--- config.mk ---
export PLATFORM = sky130hd
export DESIGN_NAME = fcs_append_ctrl
export DESIGN_NICKNAME = d
export VERILOG_FILES = /design/src/rtl/fcs_append_ctrl.sv
export SDC_FILE = /design/constraint.sdc
export NUM_CORES = 1
export LEC_CHECK = 0
export CORE_ASPECT_RATIO = 0.7
export CORE_MARGIN = 2
export CORE_UTILIZATION = 30
export CTS_CLUSTER_DIAMETER = 200
export DETAILED_ROUTE_END_ITERATION = 10
export PLACE_DENSITY_LB_ADDON = 0.15
export SYNTH_ARGS = -nofsm -noshare
export SYNTH_HDL_FRONTEND = slang
export SYNTH_SLANG_ARGS = --single-unit
--- constraint.sdc ---
create_clock -name clk -period 2.59 [get_ports clk]
set_clock_uncertainty 0.15 [all_clocks]
set_input_delay 0.518 -clock clk [delete_from_list [all_inputs] [get_ports clk]]
set_output_delay 0.518 -clock clk [all_outputs]
set_load 0.03 [all_outputs]
--- src/rtl/fcs_append_ctrl.sv ---
// Appends a zero-pad and 4-byte FCS to each frame, steering an external CRC-32 byte engine.
// Latency: one cycle from input accept to out_data; one byte per cycle when out_ready is held high.
// Backpressure: out_ready low with out_valid high freezes the output, state, counters, crc_en and in_ready.
module fcs_append_ctrl #(
  parameter int MIN_PAYLOAD = 60
) (
  input  logic        clk,
  input  logic        rst_n,
  input  logic [7:0]  in_data,
  input  logic        in_valid,
  input  logic        in_last,
  output logic        in_ready,
  output logic [7:0]  out_data,
  output logic        out_valid,
  output logic        out_last,
  input  logic        out_ready,
  output logic [7:0]  crc_data,
  output logic        crc_en,
  output logic        crc_clr,
  input  logic [31:0] crc_in,
  input  logic        crc_rdy
);

  // Counter only needs to reach MIN_PAYLOAD; it saturates there for long frames.
  localparam int            CW    = (MIN_PAYLOAD < 1) ? 1 : $clog2(MIN_PAYLOAD + 1);
  localparam logic [CW:0]   MIN_W = (CW+1)'(MIN_PAYLOAD);

  typedef enum logic [1:0] {ST_DATA, ST_PAD, ST_FCS} state_e;

  state_e          state_q, state_d;
  logic [CW-1:0]   cnt_q, cnt_d;
  logic [1:0]      idx_q, idx_d;
  logic [7:0]      data_q, data_d;
  logic            valid_q, valid_d;
  logic            last_q, last_d;
  logic            ld;
  logic [CW:0]     cnt_inc;
  logic [CW-1:0]   cnt_sat;

  // The output register may take a new byte when empty or being drained this cycle.
  assign ld       = !valid_q || out_ready;
  assign in_ready = (state_q == ST_DATA) && ld;

  // Unsaturated increment drives the pad/FCS decisions; the stored count saturates.
  assign cnt_inc  = {1'b0, cnt_q} + {{CW{1'b0}}, 1'b1};
  assign cnt_sat  = (cnt_inc >= MIN_W) ? MIN_W[CW-1:0] : cnt_inc[CW-1:0];

  assign out_data  = data_q;
  assign out_valid = valid_q;
  assign out_last  = last_q;

  // Next-state, output-register load and CRC engine strobes.
  always_comb begin
    state_d  = state_q;
    cnt_d    = cnt_q;
    idx_d    = idx_q;
    data_d   = data_q;
    valid_d  = valid_q && !out_ready;
    last_d   = last_q && !out_ready;
    crc_en   = 1'b0;
    crc_clr  = 1'b0;
    crc_data = 8'h00;
    case (state_q)
      ST_DATA: begin
        if (in_valid) crc_data = in_data;
        if (in_valid && ld) begin
          data_d  = in_data;
          valid_d = 1'b1;
          last_d  = 1'b0;
          crc_en  = 1'b1;
          cnt_d   = cnt_sat;
          if (in_last) begin
            idx_d   = 2'd0;
            state_d = (cnt_inc < MIN_W) ? ST_PAD : ST_FCS;
          end
        end
      end
      ST_PAD: begin
        if (ld) begin
          data_d  = 8'h00;
          valid_d = 1'b1;
          last_d  = 1'b0;
          crc_en  = 1'b1;
          cnt_d   = cnt_sat;
          if (cnt_inc == MIN_W) begin
            idx_d   = 2'd0;
            state_d = ST_FCS;
          end
        end
      end
      ST_FCS: begin
        // crc_in is stable here since crc_en stays low; a not-ready engine just stalls.
        if (ld && crc_rdy) begin
          data_d  = crc_in[{idx_q, 3'b000} +: 8];
          valid_d = 1'b1;
          last_d  = (idx_q == 2'd3);
          idx_d   = idx_q + 2'd1;
          if (idx_q == 2'd3) begin
            crc_clr = 1'b1;
            cnt_d   = '0;
            state_d = ST_DATA;
          end
        end
      end
      default: state_d = ST_DATA;
    endcase
  end

  // State, counters and the registered output byte.
  always_ff @(posedge clk or negedge rst_n) begin
    if (!rst_n) begin
      state_q <= ST_DATA;
      cnt_q   <= '0;
      idx_q   <= 2'd0;
      data_q  <= 8'h00;
      valid_q <= 1'b0;
      last_q  <= 1'b0;
    end else begin
      state_q <= state_d;
      cnt_q   <= cnt_d;
      idx_q   <= idx_d;
      data_q  <= data_d;
      valid_q <= valid_d;
      last_q  <= last_d;
    end
  end

endmodule

=== Word-level counts from Yosys, hierarchy flattened ===
Cells that the tools add are included.
W data, S select, Z words.

* Input port bits: 46
* Bits in registers: 20
* Word-level logic and storage cells: 75

* Reduce and logical (&&, ||, !) cells: 14
* Order comparisons: 2
* Equality and inequality tests: 10
* Add/sub/neg operators: 2
* Shift-type cells: 1
* Mux-type cells: 40

{| class="wikitable"
|+ Operators with widths
! kind !! number
|-
| $mux W8 || 5
|-
| $shiftx A32 B6 Y8 || 1
|-
| $mux W6 || 5
|-
| $mux W2 || 12
|-
| $pmux W8 S3 || 1
|-
| $pmux W6 S3 || 1
|-
| $pmux W2 S3 || 2
|-
| $reduce_and A6 Y1 || 2
|-
| $mux W1 || 11
|-
| $ne A2 B2 Y1 const B || 5
|-
| $add A6 B1 Y7 const B || 1
|-
| $eq A7 B6 Y1 const B || 1
|-
| $ge A7 B6 Y1 const B || 1
|-
| $lt A7 B6 Y1 const B || 1
|-
| $pmux W1 S3 || 2
|-
| $logic_and A1 B1 Y1 || 5
|-
| $reduce_and A5 Y1 || 1
|-
| $eq A2 B2 Y1 const B || 2
|-
| $reduce_and A4 Y1 || 1
|-
| $reduce_bool A3 Y1 || 1
|-
| $add A2 B1 Y2 const B || 1
|-
| $eq A2 B1 Y1 const B || 1
|-
| $logic_not A1 Y1 || 2
|-
| $logic_not A2 Y1 || 1
|-
| 3 further kinds || 3
|}

=== Longest topological paths before layout ===
Gate-level depths: netlist (run 1).

* Depth after elaboration: 6
* Depth in mapped cells: 8

=== Worst setup path before layout (run 1) ===
OpenSTA, ideal clock, no wires.

* Path kind: register to register
* From: reg cnt_q[0]
* To: reg idx_q[0]
* Setup slack: 0.517 ns
* Arrival: 1.798 ns
* Setup time: 0.125 ns
* Stages on the path, launching flop included: 6
* Data required time: 2.315 ns
* Cells stage by stage: dfrtp_1 -> ha_1 -> nand2_1 -> o31a_1 -> or4b_4 -> mux2_4

* Longest elaborated chain between the ends: 4

{| class="wikitable"
|+ RTL lines
! item !! RTL line !! text
|-
| from (decl) || 31 || <nowiki>logic [CW-1:0] cnt_q, cnt_d;</nowiki>
|-
| from (signal assigned) || 120 || <nowiki>cnt_q <= cnt_d;</nowiki>
|-
| $add A6 B1 Y7 || 45 || <nowiki>assign cnt_inc = {1'b0, cnt_q} + {{CW{1'b0}}, 1'b1};</nowiki>
|-
| $eq A7 B6 Y1 || 85 || <nowiki>if (cnt_inc == MIN_W) begin</nowiki>
|-
| $ne A2 B2 Y1 (no source line) || -- ||
|-
| $reduce_and A6 Y1 (no source line) || -- ||
|-
| to (signal assigned) || 121 || <nowiki>idx_q <= idx_d;</nowiki>
|-
| to (decl) || 32 || <nowiki>logic [1:0] idx_q, idx_d;</nowiki>
|}

No other way between the ends.
A chain may end at the register's enable or synchronous reset.

=== Worst setup path in the final report (run 1) ===
* From: in out_ready
* To: out crc_clr

* Longest elaborated chain between the ends: 4

{| class="wikitable"
|+ RTL lines
! item !! RTL line !! text
|-
| from (decl) || 16 || <nowiki>input logic out_ready,</nowiki>
|-
| $logic_or A1 B1 Y1 || 41 || <nowiki>assign ld = !valid_q || out_ready;</nowiki>
|-
| $logic_and A1 B1 Y1 || 93 || <nowiki>if (ld && crc_rdy) begin</nowiki>
|-
| $mux W1 || 93 ||
|-
| $mux W1 || 63 || <nowiki>case (state_q)</nowiki>
|-
| to (decl) || 19 || <nowiki>output logic crc_clr,</nowiki>
|}

No other way between the ends.

==> results.md, run 1 <==
Status:
- The run finished with clean final reports.

CTS:
- In this run, CTS created clock tree buffers numbering 3.
- No sink is reached through more buffers than the 2 on the longest clock path.
- Clock tree synthesis found a total of 20 sinks.
- For this design, the CTS-stage hold fixing added 0 buffers.
- The root buffer cell is sky130_fd_sc_hd__clkbuf_8.
- The post-CTS clock slew at the launch and capture registers of the worst setup and hold paths is 0.08 ns.
- The clock tree from TritonCTS is done.
- In this run the post-CTS setup repair buffer count came out at 0.
- The clock latency at the later pin of the worst-skew pair is 0.26 ns.
- CTS built an H-tree with a depth of 1.

Routing:
- The routed layout has 1503 vias.
- Once detail routing completed, the nets flagged for antenna violations numbered 0.
- Dividing the detail-routed via count by the number of cells gives 5.010.
- The remaining design rule violation count is 0.
- The pre-antenna-repair detailed-routing pass consisted of 4 iterations.
- The routed wire length is 4594 um.
- The violation count after the first detailed-route iteration is 54.
- Dividing the detail-routed wire length by the instance count gives 15.31 um.

Hold path:
- The worst hold path passes through 2 cells.
- The type of the tightest min-delay check is flip-flop to flip-flop.

Yosys:
- The largest area contributor in the synthesized netlist is sky130_fd_sc_hd__dfrtp_1.
- sky130_fd_sc_hd__a21oi_1 is the most common cell in the netlist.
- By area the synthesized netlist is led by sky130_fd_sc_hd__dfrtp_1 (34%), sky130_fd_sc_hd__mux4_2 (12%), sky130_fd_sc_hd__a21oi_1 (9.1%).
- The count of state elements after synthesis is 20.
- In this run the cell area of the synthesized design comes to 0.001483 mm2.
- By count the netlist is led by sky130_fd_sc_hd__a21oi_1 (27), sky130_fd_sc_hd__dfrtp_1 (20), sky130_fd_sc_hd__inv_1 (9), sky130_fd_sc_hd__nor2b_1 (9).
- The proportion of netlist area held by the largest area contributor is 33.76%.
- Synthesis produced a netlist with a net count of 212.
- After technology mapping, the gate count stands at 160.
- The most used flip-flop cell after synthesis is sky130_fd_sc_hd__dfrtp_1.
- Yosys mapped a number of flops with a built-in enable equal to 0.
- Yosys printed 0 warnings.
- The sequential-to-total area share from yosys stat is 33.76%.
- The number of distinct library cells after synthesis is 40.
- The average cell area after synthesis is 9.267 um2.
- After synthesis, the share of flip-flops with an asynchronous set or reset is 100.0%.

Worst setup path:
- The kind of cell with the highest combined delay on the critical path is buffers and inverters.
- In this run the worst setup path begins at out_ready.
- The delay of the slowest cell on the worst path is 0.52 ns.
- The maximum fanout along the worst path is 5.
- The highest-delay cell along the critical path is sky130_fd_sc_hd__clkdlybuf4s50_1.
- The cell that appears most often on the critical path is sky130_fd_sc_hd__buf_4.
- The combined buffer and inverter count along the critical path is 4.
- The worst setup path is captured at an output port.
- The required time at the endpoint of the critical path is 1.92 ns.
- STA classifies the critical path startpoint as an input port.
- The worst register-to-register path begins at state_q[0].
- The depth of the most critical reg-to-reg path is 7.
- The signal on the critical path passes through clkdlybuf4s50_1 > nand2b_2 > buf_4 > nand4_1 > inv_1 > buf_4.
- The critical path endpoint is crc_clr.
- The worst register-to-register path has a setup slack of 0.33 ns.
- In this run the critical register-to-register path is captured at idx_q[0].
- The setup path with the least slack is of type input port to output port.
- At the worst endpoint, the arrival time is 1.72 ns.
- The number of cells on the critical path is 6.

Floorplanning:
- The cell row count is 21.
- In this run the horizontal extent of the chip is 88.03 um.
- The die outline area is 0.005529 mm2.
- For this design the top-level I/O count stands at 67.
- From bottom edge to top edge, the die measures 62.82 um.
- The core box area is 0.004782 mm2.
- The initial utilization of the core area, before any placement, comes to 31.00%.

Layout:
- The fraction of final layout cells with drive strength greater than 1 is 18.18%.
- The number of fillers in the final layout is 471.
- Compared with the post-synthesis result, the final layout area differs by 56.03%.
- The antenna diode instance count is 0.
- The net count reported at finish is 284.

Timing:
- Setup repair after global routing left no endpoint under its margin.
- For the pin with the worst max-slew slack, the measured transition is 0.3508 ns.
- The final count of pins violating max slew was 0.
- The final hold violation count is 0.
- The final critical path takes up 92.22% of the cycle.
- Setup slack closes at 0.2015 ns.
- The highest achievable clock rate is 418.7 MHz.
- Adding up every negative setup slack in the final design gives 0 ns.
- The time the final worst path needs with I/O delays and setup is 2.389 ns.
- The setup violation total in the final timing report is 0.
- Headroom to the max-slew limit came out at 76.50%.

Run:
- Max-cap violations in this run came to 0.

Place:
- Routability-driven placement finished with a final weighted congestion of 0.7757.
- In this run the tool buffered the top-level ports with 66 buffer cells.
- OpenSTA, run right after detailed placement, puts the worst setup slack at 0.07313 ns.
- The post-detailed-placement half-perimeter wirelength is 3688 um.

GRT:
- The via count of the first global-routing pass was 1421.
- In the global route stage, overall resource usage came out at 16.86%.
- The first global-routing pass estimated 7293 um of wire.
- Entering global routing, the biggest net connects 21 pins.
- The number of antenna violations at the first check in global routing was 0.
- The residual overflow from global routing is 0.

Power and ir drop:
- Dividing total power by cell area gives a power density of 1104 mW/mm2.
- The worst-case vdd ir drop is 0.6397 mV.
- The reported leakage power is 0.0009778 uW.
worst register-to-register path: stages, from the launching register on:
cell	delay, ns
sky130_fd_sc_hd__dfrtp_1	0.40
sky130_fd_sc_hd__inv_1	0.08
sky130_fd_sc_hd__ha_1	0.21
sky130_fd_sc_hd__buf_4	0.17
sky130_fd_sc_hd__nor2_1	0.15
sky130_fd_sc_hd__a32oi_1	0.10
sky130_fd_sc_hd__or4b_4	0.58
sky130_fd_sc_hd__mux2_4	0.31
worst min-delay path by stage:
| stage | slack (ns) | to | start |
|---|---|---|---|
| after floorplan | 0.07 | cnt_q[0] | rst_n |
| after global placement | 0.37 | out_data[5] | out_data[5] |
| after detailed placement | 0.37 | out_data[1] | out_data[1] |
| after CTS | 0.40 | out_data[1] | out_data[1] |
| after global routing | 0.43 | out_data[3] | out_data[3] |
| final | 0.40 | out_data[1] | out_data[1] |
placed cells by master, fill, tap and decap left out, drive strengths merged:
cell type | netlist | final
clkdlybuf4s50 | 0 | 55
a21oi | 27 | 27
buf | 5 | 24
dfrtp | 20 | 20
nor2b | 9 | 9
inv | 9 | 9
nor2 | 8 | 8
and3 | 8 | 8
mux4 | 8 | 8
nand2 | 8 | 8
ha | 6 | 6
o21ai | 4 | 4
nand3 | 4 | 4
clkbuf | 8 | 4
a31oi | 3 | 3
o32a | 3 | 3
and2 | 2 | 2
nand4 | 2 | 2
a32oi | 2 | 2
nor4 | 2 | 2
a2bb2oi | 2 | 2
o31ai | 2 | 2
nor3 | 2 | 2
o41ai | 2 | 2
or4b | 2 | 2
or3 | 2 | 2
nand2b | 1 | 1
a21o | 1 | 1
nand3b | 1 | 1
a32o | 1 | 1
o32ai | 1 | 1
a311oi | 1 | 1
o31a | 1 | 1
mux2i | 1 | 1
nor3b | 1 | 1
mux2 | 1 | 1
dlymetal6s2s | 0 | 1
through the flow:
stage / hold WS [ns] / power [uW] / std cells / cell area (um2) / util (%)
final: 0.3958 / 2555 / 300 / 2313 / 48.38
after global routing: 0.4282 / 2758 / 300 / 2313 / 48.38
after CTS: 0.4001 / 2579 / 300 / 2311 / 48.33
after detailed placement: 0.3688 / 2325 / 296 / 2256 / 47.17
after global placement: 0.3658 / 2329 / 296 / 2256 / 47.17
after floorplan: 0.07241 / 1705 / 160 / 1483 / -
registers in the layout, summed over array words and instances, names as in the netlist:
name,cells
cnt_q,6
out_last,1
idx_q,2
state_q,2
out_valid,1
out_data,8
report_power, final:
| group | internal [uW] | switching [uW] | total, uW |
|---|---|---|---|
| Combinational | 781 | 959 | 1740 |
| Clock | 135 | 101 | 236 |
| Sequential | 457 | 122 | 579 |
routing by layer:
| layer | vias to the layer above | track usage [%] | wire [um] |
|---|---|---|---|
| met5 | - | 0 | 0 |
| met1 | 725 | 28.30 | 2499 |
| met3 | 2 | 3.699 | 148 |
| met4 | 0 | 1.705 | 21 |
| li1 | 742 | - | - |
| met2 | 34 | 22.25 | 1924 |
cell type report:
| type | instances | area, um2 | share of cell area (%) |
|---|---|---|---|
| inverters | 9 | 33.78 | 1.460 |
| multi-input cells | 118 | 894.6 | 38.67 |
| repair buffers | 80 | 743.2 | 32.13 |
| flip-flops and latches | 20 | 500.5 | 21.63 |
| clock buffers | 4 | 55.05 | 2.380 |
| well taps | 69 | 86.33 | 3.732 |
timing repair:
action	CTS	global route
setup endpoints to repair	0	1
hold endpoints to repair	0	0
gates resized for setup	0	1
kinds of logic (layout without fill, tap and decap cells):
group,after synthesis,in the layout,synth area share (%)
flip-flops,20,20,33.76
AO/OA/AOI/OAI,50,50,21.35
AND/OR/NAND/NOR,52,52,20.09
adder cells (fa/ha/maj),6,6,5.063
multiplexers,10,10,13.84
buffers and inverters,22,93,5.907
Power figures use the tool's default switching activity.
==> run 2, diff against run 1 <==
==> constraint.sdc (replaced) <==
create_clock -name clk -period 2.59 [get_ports clk]
set_clock_uncertainty 0.15 [all_clocks]
set_input_delay 0.6475 -clock clk [delete_from_list [all_inputs] [get_ports clk]]
set_output_delay 0.6475 -clock clk [all_outputs]
set_load 0.03 [all_outputs]
==> run 2 against run 1 <==
Total power grew 1.7%. Sequential share of layout area is 0.082 points lower. Critical endpoint unchanged. Combinational power rose by 3%. Sequential power is 4.1% higher. Global-route usage up 0.85 points. Register-to-register slack about the same. Count of clock-buffer cells in the layout is 1 lower. Critical path type unchanged.
==> results.md, run 2 (same netlist as run 1, synthesis figures left out) <==
Place:
- The post-detailed-placement half-perimeter wirelength is 3818 um (+3.5%).
- The count of input and output buffers is 66 (unchanged).
- The placer's final routability congestion estimate is 0.8198 (+5.7%).

Routing:
- The number of detailed-routing iterations run before antenna repair was 4 (unchanged).
- The average wire per standard cell is 16.33 um (+6.7%).
- The violation count after the first detailed-route iteration was 57 (+5.6%).
- The number of nets with antenna violations after routing was 0 (unchanged).
- The remaining design rule violation count is 0 (unchanged).
- The number of vias after detailed routing is 1532 (+1.9%).
- The routed wire length is 4916 um (+7.0%).
- The routed via count divided by cell count came to 5.090 (+1.6%).

Layout:
- The library cell used most frequently in the layout, excluding fill and tap cells, is sky130_fd_sc_hd__clkdlybuf4s50_1.
- Leaving out fill and tap cells, the most frequent cells in the layout are sky130_fd_sc_hd__clkdlybuf4s50_1 (55), sky130_fd_sc_hd__a21oi_1 (27), sky130_fd_sc_hd__buf_4 (26), sky130_fd_sc_hd__dfrtp_1 (20).
- The antenna diode instance count came to 0 (unchanged).
- The net count reported at finish came to 286 (+0.70%).
- The fraction of final layout cells with drive strength greater than 1 is 18.97% (+0.78 points).
- The synthesis-to-finish area growth is 56.62%.
- The number of flip-flops in the largest register was 8 (unchanged).

Hold path:
- In this run the worst hold path is classified as flip-flop to flip-flop.
- The cell count of the worst hold path is 2 (unchanged).
- The start point of the worst min-delay path is out_data[5].
- For hold timing, the worst endpoint is out_data[5].

Power and ir drop:
- The total power draw is 2599 uW (+1.7%).
- The reported leakage power was 0.0009720 uW (-0.60%).
- The worst-case vdd ir drop was 0.5958 mV (-6.9%).
- The total power density per cell area is 1119 mW/mm2 (+1.3%).

CTS:
- The hold buffer count at cts is 0 (unchanged).
- The total clock sinks is 20 (unchanged).
- The clock latency at the later pin of the worst-skew pair is 0.26 ns (about the same).
- The maximum number of buffers from clock root to sink was 2 (unchanged).
- The number of CTS-inserted buffers is 3 (unchanged).
- The H-tree depth reported by CTS is 1 (unchanged).
- The post-CTS clock slew at the launch and capture registers of the worst setup and hold paths came to 0.08 ns (about the same).
- The number of setup buffers added after CTS was 0 (unchanged).
- TritonCTS built the clock tree.
- The count of instances resized after the clock tree is built is 0 (unchanged).
- In this run the clock root is driven by a sky130_fd_sc_hd__clkbuf_8.

Status:
- The flow ran to the end, and the final reports show no timing, DRC or antenna violations.

Timing:
- The final total negative setup slack is 0 ns (unchanged).
- The actual slew at the worst max-slew pin came to 0.4718 ns (+0.1210 ns).
- The highest achievable clock rate is 394.6 MHz (-5.7%).
- The final hold violation count came to 0 (unchanged).
- The setup violation total in the final timing report was 0 (unchanged).
- The time the final worst path needs with I/O delays and setup is 2.534 ns (+0.1456 ns).
- Setup repair after global routing left no endpoint under its margin.
- The final count of pins violating max slew was 0 (unchanged).
- The portion of the clock cycle consumed by the worst path in the final layout is 97.84% (+5.6 points).
- The tightest slew margin relative to the limit was 68.55% (-8.0 points).

Worst setup path:
- Traced cell by cell, the critical path runs through clkdlybuf4s50_1 > nand2b_2 > nand4_1 > inv_1 > buf_4.
- The critical path starts at out_ready.
- The depth of the most critical reg-to-reg path is 6 (-1).
- The category of the worst setup path launch point is an input port.
- The reg-to-reg startpoint is state_q[0].
- The type of the worst setup path is input port to output port.
- The delay of the slowest cell on the worst path is 0.51 ns (about the same).
- The endpoint arrival time on the critical path is 1.74 ns (+0.02 ns).
- The largest individual stage delay along the critical path comes from the cell sky130_fd_sc_hd__clkdlybuf4s50_1.
- The minimum setup slack among reg-to-reg paths is 0.33 ns (about the same).
- The maximum fanout along the worst path is 5 (unchanged).
- The element type at the critical path end is an output port.
- The required time at the endpoint of the critical path is 1.79 ns (-0.13 ns).
- The worst register-to-register path ends at idx_q[0].

GRT:
- The global-route wire length before repair is 7583 um (+4.0%).
- The number of antenna violations at the first check in global routing came to 0 (unchanged).
- The residual overflow from global routing is 0 (unchanged).
- The largest net degree at the start of global routing was 21 (unchanged).
- The via count of the first global-routing pass is 1468 (+3.3%).
- The global routing usage summed across all routing layers is 17.71% (+0.85 points).

Floorplanning:
- The count of pins on the block boundary is 67 (unchanged).
- The width of the die is 88.03 um (unchanged).
- The cell row count is 21 (unchanged).
- The die outline area is 0.005529 mm2 (unchanged).
- The floorplan die height was 62.82 um (unchanged).
- The starting utilization of the core area came to 31.00% (unchanged).
- The core box area is 0.004782 mm2 (unchanged).

Run:
- The max capacitance violation total is 0 (unchanged).
==> run 2: changes by cell type in the layout (fill, tap and decap cells not counted), sizes merged <==
cell / previous run / this run
buf: 24 / 27
dlymetal6s2s: 1 / 0
clkbuf: 4 / 3
==> run 2: worst max-delay path by stage <==
| stage | end | slack (ns) | depth (start not counted) |
|---|---|---|---|
| floorplan | in_ready | 0.42 | 5 |
| global placement | idx_q[0] | 0.0003 | 5 |
| detailed placement | idx_q[0] | -0.03 | 5 |
| CTS | crc_clr | 0.05 | 5 |
| global route | crc_clr | 0.01 | 5 |
| finish | crc_clr | 0.06 | 5 |
==> run 2: per-layer routing <==
layer / track usage (%) / vias to the layer above / part of all wire, %
met5: 0 / - / 0
met4: 1.705 / 0 / 0.16
met3: 3.963 / 2 / 3.3
met2: 24.53 / 34 / 43
met1: 28.74 / 746 / 53
li1: - / 750 / -
==> run 2: layout make-up <==
cell class	instances	area, um2
Inverter	9	33.78
Timing Repair Buffer	82	765.7
Sequential cell	20	500.5
Tap cell	69	86.33
Clock buffer	3	41.29
Multi-Input combinational cell	118	894.6
Fill cell	474	2460
==> run 2: power by group <==
group | internal, uW | leakage, uW | switching [uW]
sequential | 457 | 0.000246 | 146
combinational | 821 | 0.000704 | 967
clock | 104 | 0.0000216 | 104
total | 1380 | 0.000972 | 1220
==> run 2: worst max-delay path: cells and delay by family <==
family / cells / cell delay, ns
buffers and inverters: 3 / 0.75
and+or+nand+nor: 2 / 0.34
==> run 2: through the flow <==
step | util (%) | instances | hold slack [ns] | setup WS, ns | area [um2]
CTS | 48.56 | 301 | 0.3892 | 0.05459 | 2322
global placement | 47.70 | 298 | 0.3624 | 0.0003253 | 2281
floorplan | - | 160 | 0.2019 | 0.4226 | 1483
global route | 48.56 | 301 | 0.4006 | 0.01228 | 2322
detailed placement | 47.70 | 298 | 0.3685 | -0.02665 | 2281
finish | 48.56 | 301 | 0.3911 | 0.05584 | 2322
==> run 3, diff against run 2 <==
--- a/config.mk
+++ b/config.mk
@@ -8,9 +8,10 @@
 export CORE_ASPECT_RATIO = 0.7
 export CORE_MARGIN = 2
 export CORE_UTILIZATION = 30
-export CTS_CLUSTER_DIAMETER = 200
+export CTS_CLUSTER_DIAMETER = 150
 export DETAILED_ROUTE_END_ITERATION = 10
 export PLACE_DENSITY_LB_ADDON = 0.15
 export SYNTH_ARGS = -nofsm -noshare
 export SYNTH_HDL_FRONTEND = slang
 export SYNTH_SLANG_ARGS = --single-unit
+export TNS_END_PERCENT = 50
==> results of run 3 <==
Final layout, timing and power as in run 2 (identical DEF).
